===== src/rtl/lcv_dot_acc_pkg.sv =====
// Shared types and saturation limits for the vector accumulator and its adder.
package lcv_dot_acc_pkg;

    typedef enum logic [1:0] {
        IDLE  = 2'd0,
        ACCUM = 2'd1,
        HOLD  = 2'd2
    } state_t;

    // Limits are built at a fixed wide width; callers keep the low `width` bits.
    localparam int LIM_W = 64;

    function automatic logic [LIM_W-1:0] acc_max(input int width);
        return (LIM_W'(1) << (width - 1)) - LIM_W'(1);
    endfunction

    function automatic logic [LIM_W-1:0] acc_min(input int width);
        return ~acc_max(width);
    endfunction

endpackage


===== src/rtl/lcv_dot_acc_if.sv =====
// Input term stream and output result stream of the vector accumulator.
interface lcv_dot_acc_if #(
    parameter int IN_WIDTH  = 33,
    parameter int ACC_WIDTH = 48,
    parameter int CNT_WIDTH = 16
);
    // Both streams: a transfer happens on a rising clk edge where valid && ready;
    // the sender holds valid and its payload stable until that transfer.
    logic                        in_valid;
    logic                        in_ready;
    logic signed [IN_WIDTH-1:0]  in_data;
    logic                        in_last;
    logic                        out_valid;
    logic                        out_ready;
    logic signed [ACC_WIDTH-1:0] out_data;
    logic [CNT_WIDTH-1:0]        out_count;
    logic                        out_sat;

    modport master (
        output in_valid, in_data, in_last, out_ready,
        input  in_ready, out_valid, out_data, out_count, out_sat
    );

    modport slave (
        input  in_valid, in_data, in_last, out_ready,
        output in_ready, out_valid, out_data, out_count, out_sat
    );
endinterface


===== src/rtl/lcv_sat_add.sv =====
// Signed add with overflow detect; clamps to the signed limits or wraps.
module lcv_sat_add
    import lcv_dot_acc_pkg::*;
#(
    parameter int ACC_WIDTH = 48,
    parameter bit SATURATE  = 1'b1
) (
    input  logic signed [ACC_WIDTH-1:0] acc,
    input  logic signed [ACC_WIDTH-1:0] term,
    output logic signed [ACC_WIDTH-1:0] sum,
    output logic                        ovf
);
    localparam logic [LIM_W-1:0]     MAX_WIDE = acc_max(ACC_WIDTH);
    localparam logic [LIM_W-1:0]     MIN_WIDE = acc_min(ACC_WIDTH);
    localparam logic [ACC_WIDTH-1:0] MAX_V    = MAX_WIDE[ACC_WIDTH-1:0];
    localparam logic [ACC_WIDTH-1:0] MIN_V    = MIN_WIDE[ACC_WIDTH-1:0];

    logic [ACC_WIDTH:0] wide;

    // One guard bit: the top bit is the true sign, so it picks the clamp direction.
    always_comb begin
        wide = {acc[ACC_WIDTH-1], acc} + {term[ACC_WIDTH-1], term};
        ovf  = wide[ACC_WIDTH] ^ wide[ACC_WIDTH-1];
        sum  = wide[ACC_WIDTH-1:0];
        if (SATURATE && ovf) begin
            sum = wide[ACC_WIDTH] ? MIN_V : MAX_V;
        end
    end
endmodule


===== src/rtl/lcv_dot_acc.sv =====
// Sums each in_last-delimited vector of signed terms and presents one result
// per vector with its beat count and a sticky overflow flag.
module lcv_dot_acc
    import lcv_dot_acc_pkg::*;
#(
    parameter int IN_WIDTH  = 33,
    parameter int ACC_WIDTH = 48,
    parameter int CNT_WIDTH = 16,
    parameter bit SATURATE  = 1'b1
) (
    input  logic              clk,
    input  logic              rst,
    lcv_dot_acc_if.slave      bus,
    output state_t            dbg_state
);
    localparam logic [CNT_WIDTH-1:0] CNT_MAX = '1;
    localparam logic [CNT_WIDTH-1:0] CNT_ONE = CNT_WIDTH'(1);

    state_t                      state;
    logic signed [ACC_WIDTH-1:0] acc_q;
    logic [CNT_WIDTH-1:0]        cnt_q;
    logic                        sat_q;
    logic                        out_valid_q;
    logic signed [ACC_WIDTH-1:0] out_data_q;
    logic [CNT_WIDTH-1:0]        out_count_q;
    logic                        out_sat_q;

    logic                        in_ready;
    logic                        accept;
    logic                        start;
    logic signed [ACC_WIDTH-1:0] term_ext;
    logic signed [ACC_WIDTH-1:0] add_sum;
    logic                        add_ovf;
    logic signed [ACC_WIDTH-1:0] nxt_acc;
    logic [CNT_WIDTH-1:0]        nxt_cnt;
    logic                        nxt_sat;

    assign in_ready = (state != HOLD) || bus.out_ready;
    assign accept   = bus.in_valid && in_ready;
    // Any beat outside ACCUM opens a new vector, including one taken while
    // the previous result is being consumed.
    assign start    = (state != ACCUM);
    assign term_ext = {{(ACC_WIDTH-IN_WIDTH){bus.in_data[IN_WIDTH-1]}}, bus.in_data};

    lcv_sat_add #(
        .ACC_WIDTH (ACC_WIDTH),
        .SATURATE  (SATURATE)
    ) u_add (
        .acc  (acc_q),
        .term (term_ext),
        .sum  (add_sum),
        .ovf  (add_ovf)
    );

    always_comb begin
        nxt_acc = add_sum;
        nxt_cnt = (cnt_q == CNT_MAX) ? cnt_q : cnt_q + CNT_ONE;
        nxt_sat = sat_q | add_ovf;
        if (start) begin
            nxt_acc = term_ext;
            nxt_cnt = CNT_ONE;
            nxt_sat = 1'b0;
        end
    end

    always_ff @(posedge clk or posedge rst) begin
        if (rst) begin
            state       <= IDLE;
            acc_q       <= '0;
            cnt_q       <= '0;
            sat_q       <= 1'b0;
            out_valid_q <= 1'b0;
            out_data_q  <= '0;
            out_count_q <= '0;
            out_sat_q   <= 1'b0;
        end else if (accept) begin
            acc_q <= nxt_acc;
            cnt_q <= nxt_cnt;
            sat_q <= nxt_sat;
            if (bus.in_last) begin
                state       <= HOLD;
                out_valid_q <= 1'b1;
                out_data_q  <= nxt_acc;
                out_count_q <= nxt_cnt;
                out_sat_q   <= nxt_sat;
            end else begin
                state       <= ACCUM;
                out_valid_q <= 1'b0;
            end
        end else if (state == HOLD && bus.out_ready) begin
            state       <= IDLE;
            out_valid_q <= 1'b0;
        end
    end

    assign bus.in_ready  = in_ready;
    assign bus.out_valid = out_valid_q;
    assign bus.out_data  = out_data_q;
    assign bus.out_count = out_count_q;
    assign bus.out_sat   = out_sat_q;
    assign dbg_state     = state;
endmodule

===== src/flat_wrapper.sv =====
// flat-port wrapper written by rule: the top's interface ports become plain ports
module lcv_dot_acc_flat import lcv_dot_acc_pkg::*;
#(
    parameter int IN_WIDTH  = 33,
    parameter int ACC_WIDTH = 48,
    parameter int CNT_WIDTH = 16,
    parameter bit SATURATE  = 1'b1
)
  (clk, rst, dbg_state, bus_in_valid, bus_in_data, bus_in_last, bus_out_ready, bus_in_ready, bus_out_valid, bus_out_data, bus_out_count, bus_out_sat);
  lcv_dot_acc_if #(.IN_WIDTH(IN_WIDTH), .ACC_WIDTH(ACC_WIDTH), .CNT_WIDTH(CNT_WIDTH)) bus_i ();
  input  logic clk;
  input  logic rst;
  output state_t dbg_state;
  input wire logic [$bits(bus_i.in_valid)-1:0] bus_in_valid;
  input wire logic [$bits(bus_i.in_data)-1:0] bus_in_data;
  input wire logic [$bits(bus_i.in_last)-1:0] bus_in_last;
  input wire logic [$bits(bus_i.out_ready)-1:0] bus_out_ready;
  output wire logic [$bits(bus_i.in_ready)-1:0] bus_in_ready;
  output wire logic [$bits(bus_i.out_valid)-1:0] bus_out_valid;
  output wire logic [$bits(bus_i.out_data)-1:0] bus_out_data;
  output wire logic [$bits(bus_i.out_count)-1:0] bus_out_count;
  output wire logic [$bits(bus_i.out_sat)-1:0] bus_out_sat;
  assign bus_i.in_valid = bus_in_valid;
  assign bus_i.in_data = bus_in_data;
  assign bus_i.in_last = bus_in_last;
  assign bus_i.out_ready = bus_out_ready;
  assign bus_in_ready = bus_i.in_ready;
  assign bus_out_valid = bus_i.out_valid;
  assign bus_out_data = bus_i.out_data;
  assign bus_out_count = bus_i.out_count;
  assign bus_out_sat = bus_i.out_sat;
  lcv_dot_acc #(.IN_WIDTH(IN_WIDTH), .ACC_WIDTH(ACC_WIDTH), .CNT_WIDTH(CNT_WIDTH), .SATURATE(SATURATE)) u_core (.clk(clk), .rst(rst), .bus(bus_i), .dbg_state(dbg_state));
endmodule

===== config.mk =====
export PLATFORM = sky130hd
export DESIGN_NAME = lcv_dot_acc_flat
export DESIGN_NICKNAME = d
export VERILOG_FILES = /design/src/rtl/lcv_dot_acc_pkg.sv /design/src/rtl/lcv_dot_acc_if.sv /design/src/rtl/lcv_sat_add.sv /design/src/rtl/lcv_dot_acc.sv /design/src/flat_wrapper.sv
export SDC_FILE = /design/constraint.sdc
export NUM_CORES = 1
export LEC_CHECK = 0
export CAP_MARGIN = 0
export CELL_PAD_IN_SITES_DETAIL_PLACEMENT = 1
export CELL_PAD_IN_SITES_GLOBAL_PLACEMENT = 1
export CORE_MARGIN = 2
export CORE_UTILIZATION = 43
export CTS_BUF_LIST = sky130_fd_sc_hd__clkbuf_16
export CTS_CLUSTER_SIZE = 24
export DETAILED_ROUTE_END_ITERATION = 6
export GPL_TIMING_DRIVEN = 0
export PLACE_DENSITY_LB_ADDON = 0.1
export SYNTH_ARGS = -nofsm -noshare
export SYNTH_HDL_FRONTEND = slang
export SYNTH_SLANG_ARGS = --single-unit

===== constraint.sdc =====
create_clock -name clk -period 6.9 [get_ports clk]
set_input_delay 2.07 -clock clk [delete_from_list [all_inputs] [get_ports clk]]
set_output_delay 2.07 -clock clk [all_outputs]
set_load 0.1 [all_outputs]

==> results of run 1 <==
state kept, by name (all words and copies together), names as in the netlist:
register,flops
u_core.dbg_state,1
u_core.sat_q,1
u_core.acc_q,48
u_core.cnt_q,16
u_core.bus.out_sat,1
u_core.bus.out_data,48
u_core.bus.out_count,16
u_core.bus.out_valid,1
synth_stat cells, types with 14 or more instances:
library cell  number
xor2_1            25
nand2_1          162
ha_1              49
a221o_1           21
o21ai_0           88
nand3_1           28
clkbuf_1          38
dfrtp_1          132
and3_1            14
inv_1             14
a31oi_1           31
nand4_1           19
o211ai_1          34
a21o_1            16
xnor2_1           30
a21oi_1           74
nor2_1            71
o31ai_1           15
cells by family after synthesis:
group / count (synthesis)
XOR/XNOR: 55
multiplexers: 2
AND/OR/NAND/NOR: 341
buffers and inverters: 78
AO/OA/AOI/OAI: 373
flip-flops: 132
adder cells (fa/ha/maj): 50
through the flow:
stage | setup WS, ps | area [um2]
global route | 681 | 11000
detailed placement | 592 | 10400
floorplan | 1300 | 8970
finish | 847 | 11000
CTS | 857 | 11000
global placement | -832 | 10400
final timing paths:
| path | startpoint | slack [ps] | end | cells after the start |
|---|---|---|---|---|
| worst max-delay path | bus_out_ready | 850 | bus_in_ready | 3 |
| worst min register to register | u_core.bus.out_count[15] | 480 | u_core.bus.out_count[15] | 2 |
| max in group asynchronous | rst | 4050 | u_core.acc_q[30] | 3 |
| worst min-delay path | u_core.bus.out_count[15] | 480 | u_core.bus.out_count[15] | 2 |
| worst max register to register | u_core.acc_q[0] | 3110 | u_core.bus.out_data[41] | 12 |
| min in group asynchronous | rst | 2080 | u_core.bus.out_data[3] | 2 |
layout make-up:
type                       instances  area [um2]  area share [%]
multi-input combinational        821        5300            48.2
sequential                       132        3300            30.0
tap                              270         338            3.07
timing repair buffer             107        1090            9.89
clock inverter                    15         179            1.63
clock buffer                      17         425            3.87
buffer                            64         310            2.82
inverter                          14        57.6           0.523
power by group:
group | switching, uW | internal (uW) | total [uW]
clock | 392 | 570 | 963
sequential | 171 | 1020 | 1200
combinational | 2420 | 1070 | 3480
total | 2980 | 2660 | 5640
worst max-delay path, delay by kind of cell:
| family | cells | cell delay (ps) |
|---|---|---|
| simple gates | 1 | 500 |
| buf+inv | 2 | 1410 |
metal layers:
metal	global-route usage, %	vias up	routed length, um
met5	0	-	0
met4	10.1	0	856
met3	5.49	58	1930
met2	46.6	283	14400
met1	41.1	4380	15000
li1	-	4080	-
==> flow_summary.json, run 1 <==
{
  "fin_crit_sh_pct": 87.7,
  "layout-drive-gt1-share_pct": 7.78,
  "ys_seq_elements": 132,
  "viasPerCell": 6.11,
  "die_w_um": 148,
  "seq_area_frac_synth_pct": 36.8,
  "leakage_uw": 0.00457,
  "nets": 1245,
  "holdWs_ps": 479,
  "yosys_most_used_dff": "dfrtp_1",
  "cts_buffers": 17,
  "synth_area_leaders": "dfrtp_1 (37%), ha_1 (6.8%), nand2_1 (6.8%), o21ai_0 (4.9%), a21oi_1 (4.1%)",
  "die_area_um2": 22000,
  "power_density_nw_per_um2": 512,
  "setup_violations": 0,
  "num_vias": 8801,
  "syn_avg_cell_area_um2": 8.70,
  "fin_util_pct": 54.0,
  "max_slew_margin_pct": 33.8,
  "cp_max_fo": 4,
  "post-cts-setup-buffers": 0,
  "synth_edf_count": 0,
  "gp_congestion": 0.922,
  "outcome": "completed",
  "grt_pass1_vias": 9026,
  "cts_tree": "done",
  "yosys_warnings": 0,
  "rsz0062_at_grt": "no",
  "routedWlPerCell_um": 22.3,
  "dpl.cell_count": 1408,
  "cts_resized": 0,
  "first_pass_iters": 5,
  "rows": 52,
  "finClkSkew_ps": 12.3,
  "final_cell_mix": "nand2_1 (162), dfrtp_1 (132), clkdlybuf4s50_1 (106)",
  "synthMuxAreaShare_pct": 0.223,
  "irDropWorstVdd_mv": 0.331,
  "antenna_found_initial": 0,
  "synth.largest_area_cell": "dfrtp_1",
  "synth_top_family_by_area": "compound AO/OA/AOI/OAI gates",
  "fmax_mhz": 165,
  "final_common_cell": "nand2_1",
  "hold_path.class": "reg2reg",
  "max_cap_violations": 0,
  "worstSetupPathType": "in2out",
  "cts_buffer_depth": 2,
  "drtAntennaViolNets": 0,
  "drc_errors": 0,
  "crit_chain": "clkdlybuf4s50_1 -> or3b_2 -> clkdlybuf4s50_1",
  "wl_um": 32100,
  "synth-simple-area-share_pct": 17.5,
  "tightest_slew_ps": 993,
  "synth_top_cell_area_share_pct": 36.8,
  "power.total_uw": 5640,
  "cp-start-kind": "input port",
  "clk_pin_slew_ps": 60,
  "grt_pass1_wl_um": 50500,
  "first_iter_violations": 436,
  "ios": 107,
  "area_delta_synth_final_pct": 22.7,
  "slew_viol_final": 0,
  "start_util_pct": 44.0,
  "place_hpwl_um": 23900,
  "insertion_delay_ps": 440,
  "portBuffers": 106,
  "die_h_um": 148,
  "crit_path_end_kind": "output pin",
  "fin_cells": 1440,
  "cts_max_level": 4,
  "final_hold_viol_count": 0,
  "grt_overflow_total": 0,
  "fin_setup_tns_ps": 0,
  "nFillCells": 2419,
  "synth.distinct_cells": 77,
  "critPathRequiredTime_ps": 4830,
  "synthXorXnorAreaFrac_pct": 5.37,
  "cpMostUsedCell": "clkdlybuf4s50_1",
  "synthCells": 1031,
  "synth_compound_area_share_pct": 29.0,
  "arrival_ps": 3980,
  "synth-adder-area-share_pct": 7.06,
  "num_antenna_cells": 0,
  "critPathSlowestCell": "clkdlybuf4s50_1",
  "cp_slowest_stage_delay_ps": 990,
  "synthArstFlopShare_pct": 100,
  "mappedNetlistArea_um2": 8970,
  "grt_usage_pct": 29.6,
  "cts-root-buf": "clkbuf_16",
  "cts_sinks": 132,
  "period_needed_ps": 6050,
  "ctsHoldBuffers": 0,
  "grt_max_degree": 71,
  "synth_nets": 1119,
  "core_um2": 20400
}
Power figures use the tool's default switching activity.
==> inputs of run 2 (changes only) <==
Settings changed: CAP_MARGIN 0 to 10, CORE_ASPECT_RATIO set to 1.25, PLACE_DENSITY set to 0.77, PLACE_DENSITY_LB_ADDON 0.1 to unset.
==> run 2 against run 1 <==
Compared with the run above: clock skew is 0.63 ps higher; non-clock buffer count unchanged; final cell count increased by 0.28%; sequential cell count is the same; register-to-register slack better by 100 ps; sequential share of layout area up 0.086 points; setup slack worse by 30 ps; total power down 0.50%; sequential power about the same; critical path type is now in2reg; critical endpoint is now u_core.bus.out_data[9].
==> flow_summary.json, run 2 (synthesis results as in run 1) <==
{
  "cts_buffers": 17,
  "core_um2": 20700,
  "irDropWorstVdd_mv": 0.304,
  "portBuffers": 106,
  "min_to": "u_core.bus.out_count[11]",
  "fin_crit_sh_pct": 88.2,
  "hold_path.class": "reg2reg",
  "ios": 107,
  "ff2ff_setup_slack_ps": 3210,
  "grt_max_degree": 75,
  "cts_resized": 0,
  "period_needed_ps": 6080,
  "place_hpwl_um": 24700,
  "max_slew_margin_pct": 31.3,
  "cts_buffer_depth": 2,
  "max_cap_violations": 0,
  "leakage_uw": 0.00456,
  "drc_errors": 0,
  "viasPerCell": 6.10,
  "routedWlPerCell_um": 22.4,
  "multi_input_area_um2": 5300,
  "start_util_pct": 43.4,
  "cts_tree": "done",
  "crit_chain": "clkdlybuf4s50_1 -> ha_1 -> buf_2 -> nand4_1 -> nor3_1 -> a21boi_1 -> a2111oi_1 -> nor3_2 -> and2_1 -> buf_4 -> nand3_2 -> buf_4 -> o211ai_1",
  "drtAntennaViolNets": 0,
  "worstSetupPathType": "in2reg",
  "num_vias": 8812,
  "critPathSlowestCell": "clkdlybuf4s50_1",
  "cts_sinks": 132,
  "cpMostUsedCell": "buf_4",
  "grt_pass1_vias": 9142,
  "place_area_um2": 10400,
  "cp-start-kind": "input port",
  "nets": 1245,
  "cts_max_level": 4,
  "area_delta_synth_final_pct": 22.3,
  "die_area_um2": 22000,
  "die_h_um": 165,
  "tightest_slew_ps": 1030,
  "rsz0062_at_grt": "no",
  "clk_pin_slew_ps": 60,
  "slew_viol_final": 0,
  "die_w_um": 133,
  "num_antenna_cells": 0,
  "arrival_ps": 6430,
  "final_cell_area_um2": 11000,
  "seqCellArea_um2": 3300,
  "post-cts-setup-buffers": 0,
  "gp_congestion": 0.908,
  "fin_setup_tns_ps": 0,
  "ctsHoldBuffers": 0,
  "power_density_nw_per_um2": 511,
  "rows": 59,
  "final_hold_viol_count": 0,
  "cp_max_fo": 20,
  "grt_pass1_wl_um": 51300,
  "setup_violations": 0,
  "fmax_mhz": 164,
  "cp_slowest_stage_delay_ps": 930,
  "insertion_delay_ps": 440,
  "wl_um": 32400,
  "r2r_cells": 14,
  "outcome": "completed",
  "nFillCells": 2491,
  "final_common_cell": "nand2_1",
  "finClkSkew_ps": 12.9,
  "layout-drive-gt1-share_pct": 7.78,
  "final_cell_mix": "nand2_1 (162), dfrtp_1 (132), clkdlybuf4s50_1 (106)",
  "r2r_end": "u_core.bus.out_data[9]",
  "rr_startpoint": "u_core.acc_q[0]",
  "hold_start": "u_core.bus.out_count[11]",
  "antenna_found_initial": 0,
  "crit_path_end_kind": "flop",
  "grt_usage_pct": 30.2,
  "first_iter_violations": 581,
  "cts-root-buf": "clkbuf_16",
  "min_path_cells": 2,
  "critPathRequiredTime_ps": 7240,
  "grt_overflow_total": 0,
  "first_pass_iters": 5
}
==> run 2: final cells by class <==
type                            instances  area share (%)
Clock inverter                         15            1.30
Sequential cell                       132            30.1
Inverter                               14           0.525
Clock buffer                           17            3.88
Multi-Input combinational cell        821            48.3
Buffer                                 64            2.83
Timing Repair Buffer                  107            9.92
Tap cell                              274            3.12
==> run 2: routing by layer <==
metal	wire length (um)	vias up	GRT usage, %
met2	15800	239	51.9
li1	-	4078	-
met3	1250	68	4.06
met1	13900	4427	38.0
met5	0	-	0
met4	1360	0	14.1
==> run 2: how the worst max path moves through the flow <==
stage	from	endpoint	slack (ps)	cells past startpoint
after detailed placement	bus_in_data[32]	u_core.bus.out_data[7]	460	13
after global placement	rst	u_core.bus.out_data[21]	-890	2
after CTS	bus_out_ready	bus_in_ready	830	3
after global routing	bus_in_data[32]	u_core.bus.out_data[9]	580	13
final	bus_in_data[32]	u_core.bus.out_data[9]	820	13
after floorplan	rst	u_core.acc_q[0]	1300	1
==> run 2: worst max-delay path, delay by kind of cell <==
kind / cells / cell delay [ps]
compound gates: 3 / 440
fa+ha+maj: 1 / 560
buf+inv: 4 / 1620
simple gates: 5 / 1730
==> run 2: where the power goes <==
group / switching (uW) / total [uW] / internal [uW]
Sequential: 175 / 1200 / 1020
Combinational: 2440 / 3500 / 1060
Clock: 408 / 913 / 505
Total: 3020 / 5610 / 2590
==> run 2: metrics by stage <==
stage               cells  utilization [%]  total power (uW)  worst slack (ps)  hold WS (ps)
floorplan            1031                -              3750              1300           450
global placement     1411             50.2              4610              -887           465
detailed placement   1412             50.3              4670               464           469
CTS                  1444             53.1              5600               829           484
global route         1444             53.1              5910               583           518
finish               1444             53.1              5610               817           479
